File: src/rtl/conv_core_v2_if.sv
// conv_core_v2_if: AXI-Stream result channel between conv_core_v2 and its consumer.
// OUTW is derived here from the core's parameters so both ends always agree on width.
interface conv_core_v2_if #(
  parameter int INW  = 24,
  parameter int MAXK = 4,
  parameter int CH   = 2
);
  localparam int OUTW = $clog2(64'(CH) * 64'(MAXK) * 64'(MAXK) * (64'd1 << (2 * INW - 2))
                               + (64'd1 << (INW - 1))) + 1;

  logic [OUTW-1:0] OUT_TDATA;
  logic            OUT_TVALID;
  logic            OUT_TREADY;

  modport master (output OUT_TDATA, output OUT_TVALID, input OUT_TREADY);
  modport slave  (input OUT_TDATA, input OUT_TVALID, output OUT_TREADY);
endinterface

File: src/rtl/conv_core_v2.sv
// conv_core_v2: fully pipelined multi-channel 2D convolution core, one MAC per cycle.
// Define CONV_RELU_EN to clamp every emitted result to max(result, 0).
module conv_core_v2 #(
  parameter int  INW    = 24,
  parameter int  R      = 9,
  parameter int  C      = 8,
  parameter int  MAXK   = 4,
  parameter int  CH     = 2,
  localparam int OUTW   = $clog2(64'(CH) * 64'(MAXK) * 64'(MAXK) * (64'd1 << (2 * INW - 2))
                                 + (64'd1 << (INW - 1))) + 1,
  localparam int K_BITS = $clog2(MAXK + 1),
  localparam int XAW    = $clog2(CH * R * C),
  localparam int WAW    = $clog2(CH * MAXK * MAXK)
) (
  input  logic                  clk,
  input  logic                  reset_n,
  input  logic                  start,
  input  logic [K_BITS-1:0]     K,
  input  logic                  stride2,
  input  logic signed [INW-1:0] B,
  output logic [XAW-1:0]        X_read_addr,
  input  logic signed [INW-1:0] X_data,
  output logic [WAW-1:0]        W_read_addr,
  input  logic signed [INW-1:0] W_data,
  output logic                  done,
  output logic                  busy,
  conv_core_v2_if.master        axis
);

  localparam int RW  = $clog2(R + 1);
  localparam int CW  = $clog2(C + 1);
  localparam int CHW = $clog2(CH + 1);
  localparam int PW  = 2 * INW;

  typedef enum logic [1:0] {StIdle, StRun, StDrain, StDone} state_e;

  state_e state_q, state_d;

  logic [K_BITS-1:0]     k_q;
  logic                  s2_q;
  logic signed [INW-1:0] b_q;

  logic [RW-1:0]     r_q, r_d;
  logic [CW-1:0]     c_q, c_d;
  logic [CHW-1:0]    ch_q, ch_d;
  logic [K_BITS-1:0] i_q, i_d;
  logic [K_BITS-1:0] j_q, j_d;

  logic s1_valid_q, s1_first_q, s1_last_q;
  logic s2_valid_q, s2_first_q, s2_last_q;

  logic signed [PW-1:0]   prod_q, prod_d;
  logic signed [OUTW-1:0] acc_q, acc_d, res_d;
  logic signed [INW-1:0]  x_hold_q, w_hold_q, x_s1, w_s1;
  logic                   fresh_q;

  logic [OUTW-1:0] out_data_q;
  logic            out_valid_q;

  logic        en, s0_valid;
  logic        at_j_end, at_i_end, at_ch_end, at_c_end, at_r_end;
  logic        tap_first, tap_last, win_last;
  int unsigned kk, rout, cout, row, col;

  assign en       = !(out_valid_q && !axis.OUT_TREADY);
  assign s0_valid = (state_q == StRun);
  assign busy     = (state_q == StRun) || (state_q == StDrain);
  assign done     = (state_q == StDone);

  assign axis.OUT_TDATA  = out_data_q;
  assign axis.OUT_TVALID = out_valid_q;

  // Geometry, wrap detection and tap addresses, all derived from the live counters.
  always_comb begin
    kk   = 32'(k_q);
    rout = ((32'(R) - kk) >> s2_q) + 32'd1;
    cout = ((32'(C) - kk) >> s2_q) + 32'd1;

    at_j_end  = (32'(j_q) == kk - 32'd1);
    at_i_end  = (32'(i_q) == kk - 32'd1);
    at_ch_end = (32'(ch_q) == 32'(CH - 1));
    at_c_end  = (32'(c_q) == cout - 32'd1);
    at_r_end  = (32'(r_q) == rout - 32'd1);

    tap_first = (i_q == '0) && (j_q == '0) && (ch_q == '0);
    tap_last  = at_j_end && at_i_end && at_ch_end;
    win_last  = tap_last && at_c_end && at_r_end;

    row = (s2_q ? (32'(r_q) << 1) : 32'(r_q)) + 32'(i_q);
    col = (s2_q ? (32'(c_q) << 1) : 32'(c_q)) + 32'(j_q);

    X_read_addr = XAW'(32'(ch_q) * 32'(R * C) + row * 32'(C) + col);
    W_read_addr = WAW'(32'(ch_q) * kk * kk + 32'(i_q) * kk + 32'(j_q));
  end

  always_comb begin
    state_d = state_q;
    r_d     = r_q;
    c_d     = c_q;
    ch_d    = ch_q;
    i_d     = i_q;
    j_d     = j_q;
    unique case (state_q)
      StIdle: begin
        if (start) state_d = StRun;
      end
      StRun: begin
        if (en) begin
          j_d = at_j_end ? '0 : j_q + 1'b1;
          if (at_j_end) begin
            i_d = at_i_end ? '0 : i_q + 1'b1;
            if (at_i_end) begin
              ch_d = at_ch_end ? '0 : ch_q + 1'b1;
              if (at_ch_end) begin
                c_d = at_c_end ? '0 : c_q + 1'b1;
                if (at_c_end) begin
                  r_d = at_r_end ? '0 : r_q + 1'b1;
                  if (at_r_end) state_d = StDrain;
                end
              end
            end
          end
        end
      end
      StDrain: begin
        if (!s1_valid_q && !s2_valid_q && (!out_valid_q || axis.OUT_TREADY)) state_d = StDone;
      end
      StDone: begin
        state_d = StIdle;
      end
      default: begin
        state_d = StIdle;
      end
    endcase
  end

  always_ff @(posedge clk or negedge reset_n) begin
    if (!reset_n) begin
      state_q <= StIdle;
      k_q     <= '0;
      s2_q    <= 1'b0;
      b_q     <= '0;
      r_q     <= '0;
      c_q     <= '0;
      ch_q    <= '0;
      i_q     <= '0;
      j_q     <= '0;
    end else begin
      state_q <= state_d;
      r_q     <= r_d;
      c_q     <= c_d;
      ch_q    <= ch_d;
      i_q     <= i_d;
      j_q     <= j_d;
      if (state_q == StIdle && start) begin
        k_q  <= K;
        s2_q <= stride2;
        b_q  <= B;
      end
    end
  end

  // Memory data reflects the address of the previous cycle. Once a stall starts the address
  // stays on the next tap, so the S1 word is captured and replayed until the pipe moves again.
  assign x_s1 = fresh_q ? X_data : x_hold_q;
  assign w_s1 = fresh_q ? W_data : w_hold_q;

  always_comb begin
    prod_d = PW'(x_s1) * PW'(w_s1);
    acc_d  = s2_first_q ? (OUTW'(b_q) + OUTW'(prod_q)) : (acc_q + OUTW'(prod_q));
`ifdef CONV_RELU_EN
    res_d  = acc_d[OUTW-1] ? '0 : acc_d;
`else
    res_d  = acc_d;
`endif
  end

  always_ff @(posedge clk or negedge reset_n) begin
    if (!reset_n) begin
      fresh_q  <= 1'b1;
      x_hold_q <= '0;
      w_hold_q <= '0;
    end else begin
      fresh_q <= en;
      if (fresh_q) begin
        x_hold_q <= X_data;
        w_hold_q <= W_data;
      end
    end
  end

  always_ff @(posedge clk or negedge reset_n) begin
    if (!reset_n) begin
      s1_valid_q <= 1'b0;
      s1_first_q <= 1'b0;
      s1_last_q  <= 1'b0;
      s2_valid_q <= 1'b0;
      s2_first_q <= 1'b0;
      s2_last_q  <= 1'b0;
      prod_q     <= '0;
      acc_q      <= '0;
    end else if (en) begin
      s1_valid_q <= s0_valid;
      s1_first_q <= s0_valid && tap_first;
      s1_last_q  <= s0_valid && tap_last;
      s2_valid_q <= s1_valid_q;
      s2_first_q <= s1_first_q;
      s2_last_q  <= s1_last_q;
      if (s1_valid_q) prod_q <= prod_d;
      if (s2_valid_q) acc_q <= acc_d;
    end
  end

  // A new result may load in the same cycle the previous one transfers.
  always_ff @(posedge clk or negedge reset_n) begin
    if (!reset_n) begin
      out_data_q  <= '0;
      out_valid_q <= 1'b0;
    end else begin
      if (out_valid_q && axis.OUT_TREADY) out_valid_q <= 1'b0;
      if (en && s2_valid_q && s2_last_q) begin
        out_data_q  <= res_d;
        out_valid_q <= 1'b1;
      end
    end
  end

endmodule

File: src/flat_wrapper.sv
// flat-port wrapper written by rule: the top's interface ports become plain ports
module conv_core_v2_flat 
#(
  parameter int  INW    = 24,
  parameter int  R      = 9,
  parameter int  C      = 8,
  parameter int  MAXK   = 4,
  parameter int  CH     = 2,
  localparam int OUTW   = $clog2(64'(CH) * 64'(MAXK) * 64'(MAXK) * (64'd1 << (2 * INW - 2))
                                 + (64'd1 << (INW - 1))) + 1,
  localparam int K_BITS = $clog2(MAXK + 1),
  localparam int XAW    = $clog2(CH * R * C),
  localparam int WAW    = $clog2(CH * MAXK * MAXK)
)
  (clk, reset_n, start, K, stride2, B, X_read_addr, X_data, W_read_addr, W_data, done, busy, axis_OUT_TDATA, axis_OUT_TVALID, axis_OUT_TREADY);
  conv_core_v2_if #(.INW(INW), .MAXK(MAXK), .CH(CH)) axis_i ();
  input  logic clk;
  input  logic reset_n;
  input  logic start;
  input  logic [K_BITS-1:0] K;
  input  logic stride2;
  input  logic signed [INW-1:0] B;
  output logic [XAW-1:0] X_read_addr;
  input  logic signed [INW-1:0] X_data;
  output logic [WAW-1:0] W_read_addr;
  input  logic signed [INW-1:0] W_data;
  output logic done;
  output logic busy;
  output wire logic [$bits(axis_i.OUT_TDATA)-1:0] axis_OUT_TDATA;
  output wire logic [$bits(axis_i.OUT_TVALID)-1:0] axis_OUT_TVALID;
  input wire logic [$bits(axis_i.OUT_TREADY)-1:0] axis_OUT_TREADY;
  assign axis_OUT_TDATA = axis_i.OUT_TDATA;
  assign axis_OUT_TVALID = axis_i.OUT_TVALID;
  assign axis_i.OUT_TREADY = axis_OUT_TREADY;
  conv_core_v2 #(.INW(INW), .R(R), .C(C), .MAXK(MAXK), .CH(CH)) u_core (.clk(clk), .reset_n(reset_n), .start(start), .K(K), .stride2(stride2), .B(B), .X_read_addr(X_read_addr), .X_data(X_data), .W_read_addr(W_read_addr), .W_data(W_data), .done(done), .busy(busy), .axis(axis_i));
endmodule
File: config.mk
export PLATFORM = sky130hd
export DESIGN_NAME = conv_core_v2_flat
export DESIGN_NICKNAME = d
export VERILOG_FILES = /design/src/rtl/conv_core_v2_if.sv /design/src/rtl/conv_core_v2.sv /design/src/flat_wrapper.sv
export SDC_FILE = /design/constraint.sdc
export NUM_CORES = 2
export LEC_CHECK = 0
export ABC_AREA = 1
export CAP_MARGIN = 0
export CORE_UTILIZATION = 60
export DETAILED_ROUTE_END_ITERATION = 16
export MAX_ROUTING_LAYER = met4
export PLACE_DENSITY_LB_ADDON = 0.08
export SLEW_MARGIN = 20
export SYNTH_ARGS = -nofsm -noshare
export SYNTH_HDL_FRONTEND = slang
export SYNTH_SLANG_ARGS = --single-unit
File: constraint.sdc
create_clock -name clk -period 9.47 [get_ports clk]
set_input_delay 1.894 -clock clk [delete_from_list [all_inputs] [get_ports clk]]
set_output_delay 1.894 -clock clk [all_outputs]
set_load 0.005 [all_outputs]
# Word-level counts from Yosys, hierarchy flattened
# Index checks and enable logic that the tools add are counted.
[op_classes] addsub=20 n_mul=5 n_eq_ne=16 n_shift=2 n_mux=21 n_bitwise=1 reduce_logical=33
[op_table] cell="adder 32 x 1 -> 32 bit (second input constant)" count=2
[op_table] cell="equality test 3 x 32 -> 1 bit" count=2
[op_table] cell="equality test 4 x 32 -> 1 bit" count=2
[op_table] cell=">> shifter 32 x 1 -> 32 bit" count=2
[op_table] cell="subtractor 32 x 1 -> 32 bit (second input constant)" count=2
[op_table] cell="adder 53 x 48 -> 53 bit" count=1
[op_table] cell="two-way mux 53 bit" count=1
[op_table] cell="adder 24 x 48 -> 49 bit" count=1
[op_table] cell="multiplier 24 x 24 -> 48 bit" count=1
[op_table] cell="two-way mux 24 bit" count=2
[op_table] cell="two-way mux 2 bit" count=9
[op_table] cell="adder 8 bit" count=2
[op_table] cell="!= test 2 bit (second input constant)" count=8
[op_table] cell="logical AND 1 bit" count=13
[op_table] cell="adder 5 x 3 -> 5 bit" count=2
[op_table] cell="two-way mux 5 bit" count=2
[op_table] cell="subtractor 4 x 3 -> 5 bit (first input constant)" count=2
[op_table] cell="adder 4 x 1 -> 4 bit (second input constant)" count=2
[op_table] cell="adder 8 x 3 -> 8 bit" count=1
[op_table] cell="two-way mux 4 bit" count=2
[op_table] cell="one-hot mux 2 bit (4 select lines)" count=1
[op_table] cell="AND reduction 8 bit" count=1
[op_table] cell="adder 3 x 1 -> 3 bit (second input constant)" count=2
[op_table] cell="logical NOT 3 bit" count=2
[op_table] cell="21 further kinds" count=33
[word_totals] regBits=256 wordCells=120

# Longest topological paths before layout
[logic_depth] depth_word=12 depth_mapped=35 depth_no_buf=32

# Worst setup path before layout
# No wires, ideal clock.
[synth_timing] path_type="in2reg" from="input W_data[1]" to="register u_core.prod_q[42]" arrival_time_ns=8.052 required_ns=9.352 slack_ns=1.300 stages=26 path_buffers=1 cell_sequence="inv_1 > nand2_1 > o21ai_1 > clkbuf_1 > nor2_1 > fa_1 > fa_1 > inv_1 > fa_1 > inv_1 > fa_1 > fa_1 > fa_1 > inv_1 > fa_1 > inv_1 > ha_1 > nand2_1 > nor2_1 > inv_1 > nor3_1 > nand3_1 > nand3_1 > nand2_1 > nand3_1 > nand2_1"
[synth_via] elab_chain_cells=2
[synth_lines] item="start: declaration" line="flat_wrapper.sv:26" source="input logic signed [INW-1:0] W_data;"
[synth_lines] item="two-way mux 24 bit"
[synth_lines] item="multiplier 24 x 24 -> 48 bit" line="conv_core_v2.sv:169" source="prod_d = PW'(x_s1) * PW'(w_s1);"
[synth_lines] item="end signal: assignment" line="conv_core_v2.sv:209" source="if (s1_valid_q) prod_q <= prod_d;"
[synth_lines] item="end: declaration" line="conv_core_v2.sv:52" source="logic signed [PW-1:0] prod_q, prod_d;"
# No other way between the ends.
# A chain may end at the register's enable or synchronous reset.

# Worst setup path in the final report
[layout_timing] from="input X_data[23]" to="register u_core.prod_q[44]"
[layout_via] elab_chain_cells=2
[layout_lines] item="start: declaration" line="flat_wrapper.sv:24" source="input logic signed [INW-1:0] X_data;"
[layout_lines] item="two-way mux 24 bit"
[layout_lines] item="multiplier 24 x 24 -> 48 bit" line="conv_core_v2.sv:169"
# No other way between the ends.

==> impl_metrics.json <==
{
  "outcome": "finished, final reports clean",
  "routed_wl_mm": 145,
  "wl_per_cell_um": 20.7,
  "synth_nets": 6866,
  "skew_ns": 0.0188,
  "crit_required_ns": 9.93,
  "slowest_delay_ns": 0.65,
  "critPathArrivalTime_ns": 9.53,
  "drive_above_1_share": 0.0455,
  "drtIter0Drc": 3132,
  "num_io_pins": 149,
  "grt_remaining_overflow": 0,
  "rsz0062_at_grt": "false",
  "synthFlopType": "dfrtp_1",
  "path_buf_inv": 9,
  "yosysUniqueCellTypes": 54,
  "coreArea_um2": 69200,
  "htreeDepth": 2,
  "synth_area_um2": 42300,
  "post-place-ws_ns": -0.132,
  "filler_cell_count": 5992,
  "postCtsSetupRepairBufs": 0,
  "finalNonFillerCells": 7013,
  "fmax_mhz": 110,
  "path_clk_slew_ns": 0.06,
  "holdPathStages": 2,
  "num_vias": 38800,
  "min_to": "u_core.axis.OUT_TDATA[17]$_DFFE_PN0P_",
  "cpLargestDelayFamily": "adder cells",
  "critical-path-slowest-cell": "o21ai_1",
  "diodes": 0,
  "min_period_ns": 9.07,
  "startpoint_type": "primary input",
  "seqCellArea_um2": 6410,
  "hpwl_mm": 122,
  "cts_buffers": 34,
  "grt_pass1_wl_mm": 222,
  "vias_per_cell": 5.53,
  "clockBufferDepth": 3,
  "final_common_cell": "nand2_1",
  "die_h_um": 267,
  "multi_input_area_um2": 30200,
  "die-area_um2": 71500,
  "post_dp_cell_area_um2": 45400,
  "worstMarginPinSlew_ns": 1.19,
  "drc": 0,
  "final_net_count": 7035,
  "critPathKind": "in -> reg",
  "ff2ff_setup_slack_ns": 1.06,
  "tns_ns": 0,
  "dr_wl_met2_mm": 68.0,
  "synth_warnings": 0,
  "cts_hold_buf": 0,
  "maxCapViolCount": 0,
  "start_util": 0.611,
  "fin_crit_sh": 0.958,
  "slew_viol_final": 0,
  "first_global_vias": 40000,
  "cp_max_fo": 12,
  "avgSynthCellArea_um2": 7.18,
  "grt_max_degree": 103,
  "grt_use_total": 0.430,
  "cts_tree": "done",
  "hold_viol": 0,
  "first_pass_iters": 6,
  "met3_length_mm": 12.7,
  "dp_cells": 6952,
  "maxUsedRoutingLayer": "met4",
  "drtAntennaViolNets": 0,
  "setup_slack_ns": 0.399,
  "r2r_start": "u_core.fresh_q$_DFF_PN1_",
  "dieWidth_um": 267,
  "async_flop_share": 1.00,
  "insertion_delay_ns": 0.58,
  "cts_root_buf": "clkbuf_16",
  "finalSetupViolations": 0,
  "maxSlewHeadroom": 0.204,
  "cts_sinks": 256,
  "reg2reg_depth": 27,
  "synthCells": 5888,
  "ys_seq_area_frac": 0.152,
  "synth-seq-cells": 256,
  "antenna_found_initial": 0,
  "design_area_um2": 46600,
  "ctsResizeCount": 0,
  "hp-start": "u_core.axis.OUT_TDATA[17]$_DFFE_PN0P_",
  "drt-met1-wl_mm": 51.3,
  "hold_class": "reg -> reg",
  "rows": 96,
  "gp_congestion": 1.04,
  "end_kind": "flop",
  "synth_edf_count": 0,
  "io_buffers": 148,
  "r2r-end": "u_core.prod_q[44]$_DFFE_PN0P_",
  "syn_to_final_growth_pct": 10.2,
  "layout_common_cells": "nand2_1, inv_1, fa_1, nor2_1, nand3_1"
}
worst reg2reg max path, stage by stage (launching register included):
cell     delay (ns)
dfstp_4        0.97
nand2_1        0.20
o21ai_1        0.65
nor2_1         0.30
fa_1           0.60
buf_4          0.19
fa_1           0.47
inv_1          0.06
fa_1           0.46
fa_1           0.55
inv_1          0.06
fa_1           0.50
fa_1           0.51
inv_1          0.05
fa_1           0.47
inv_1          0.04
ha_1           0.38
nand2_1        0.12
nor2_1         0.21
inv_1          0.06
nor2_1         0.13
inv_1          0.11
nor4_1         0.63
nand3_1        0.23
nand3_1        0.15
nand2_1        0.06
nand3_1        0.09
nand2_1        0.05
routing by layer:
layer | vias to the layer above | track usage
met4 | 0 | 0.322
met2 | 1924 | 0.698
met3 | 625 | 0.0775
li1 | 17900 | -
met1 | 18400 | 0.472
met5 | - | -
cell families after synthesis:
family / Yosys count / share of synthesized area
compound gates: 436 / 0.0569
xor+xnor: 84 / 0.0176
fa+ha+maj: 898 / 0.377
buf+inv: 1498 / 0.135
flops: 256 / 0.152
mux: 26 / 0.00684
simple gates: 2690 / 0.255
worst max path at each step:
stage	startpoint	endpoint	slack, ns	cells past startpoint
2_1_floorplan	W_data[1]	u_core.prod_q[42]$_DFFE_PN0P_	1.30	26
3_3_place_gp	X_data[23]	u_core.prod_q[44]$_DFFE_PN0P_	0.01	29
3_5_place_dp	X_data[23]	u_core.prod_q[44]$_DFFE_PN0P_	-0.13	29
4_1_cts	X_data[23]	u_core.prod_q[44]$_DFFE_PN0P_	0.49	29
5_1_grt	X_data[23]	u_core.prod_q[44]$_DFFE_PN0P_	0.10	29
6_report	X_data[23]	u_core.prod_q[44]$_DFFE_PN0P_	0.40	29
cells in the mapped netlist (all sizes together), types with 22 or more instances:
library cell / number / share of area
inv: 1337 / 0.12
mux2: 23 / 0.0061
fa: 623 / 0.30
a21o: 22 / 0.0039
dfrtp: 255 / 0.15
ha: 275 / 0.081
nor3: 35 / 0.0049
buf: 62 / 0.0072
nand3: 295 / 0.035
o21ai: 194 / 0.024
nor2: 593 / 0.053
a21oi: 173 / 0.020
xnor2: 37 / 0.0078
nand4: 55 / 0.0081
clkbuf: 94 / 0.0084
xor2: 47 / 0.0097
nand2: 1690 / 0.15
registers in the layout, indices dropped and copies added (netlist names), 4 cells and up:
register and flops:
u_core.acc_q 53, u_core.axis.OUT_TDATA 53, u_core.prod_q 48, u_core.b_q 24, u_core.w_hold_q 24, u_core.x_hold_q 24
u_core.c_q 4, u_core.r_q 4
final cells by class:
type / instances / share of cell area
Tap cell: 931 / 0.0250
Sequential cell: 256 / 0.138
Inverter: 1342 / 0.108
Multi-Input combinational cell: 4134 / 0.648
Clock buffer: 45 / 0.0205
Clock inverter: 16 / 0.00422
Timing Repair Buffer: 289 / 0.0560
stage by stage:
stage	hold slack, ns	util
3_3_place_gp	0.459	0.656
6_report	0.477	0.673
2_1_floorplan	0.450	-
5_1_grt	0.497	0.673
4_1_cts	0.481	0.673
3_5_place_dp	0.464	0.656
Power is not shown: default switching activity piles up to over one toggle a cycle in this logic, so the estimate is an artifact.
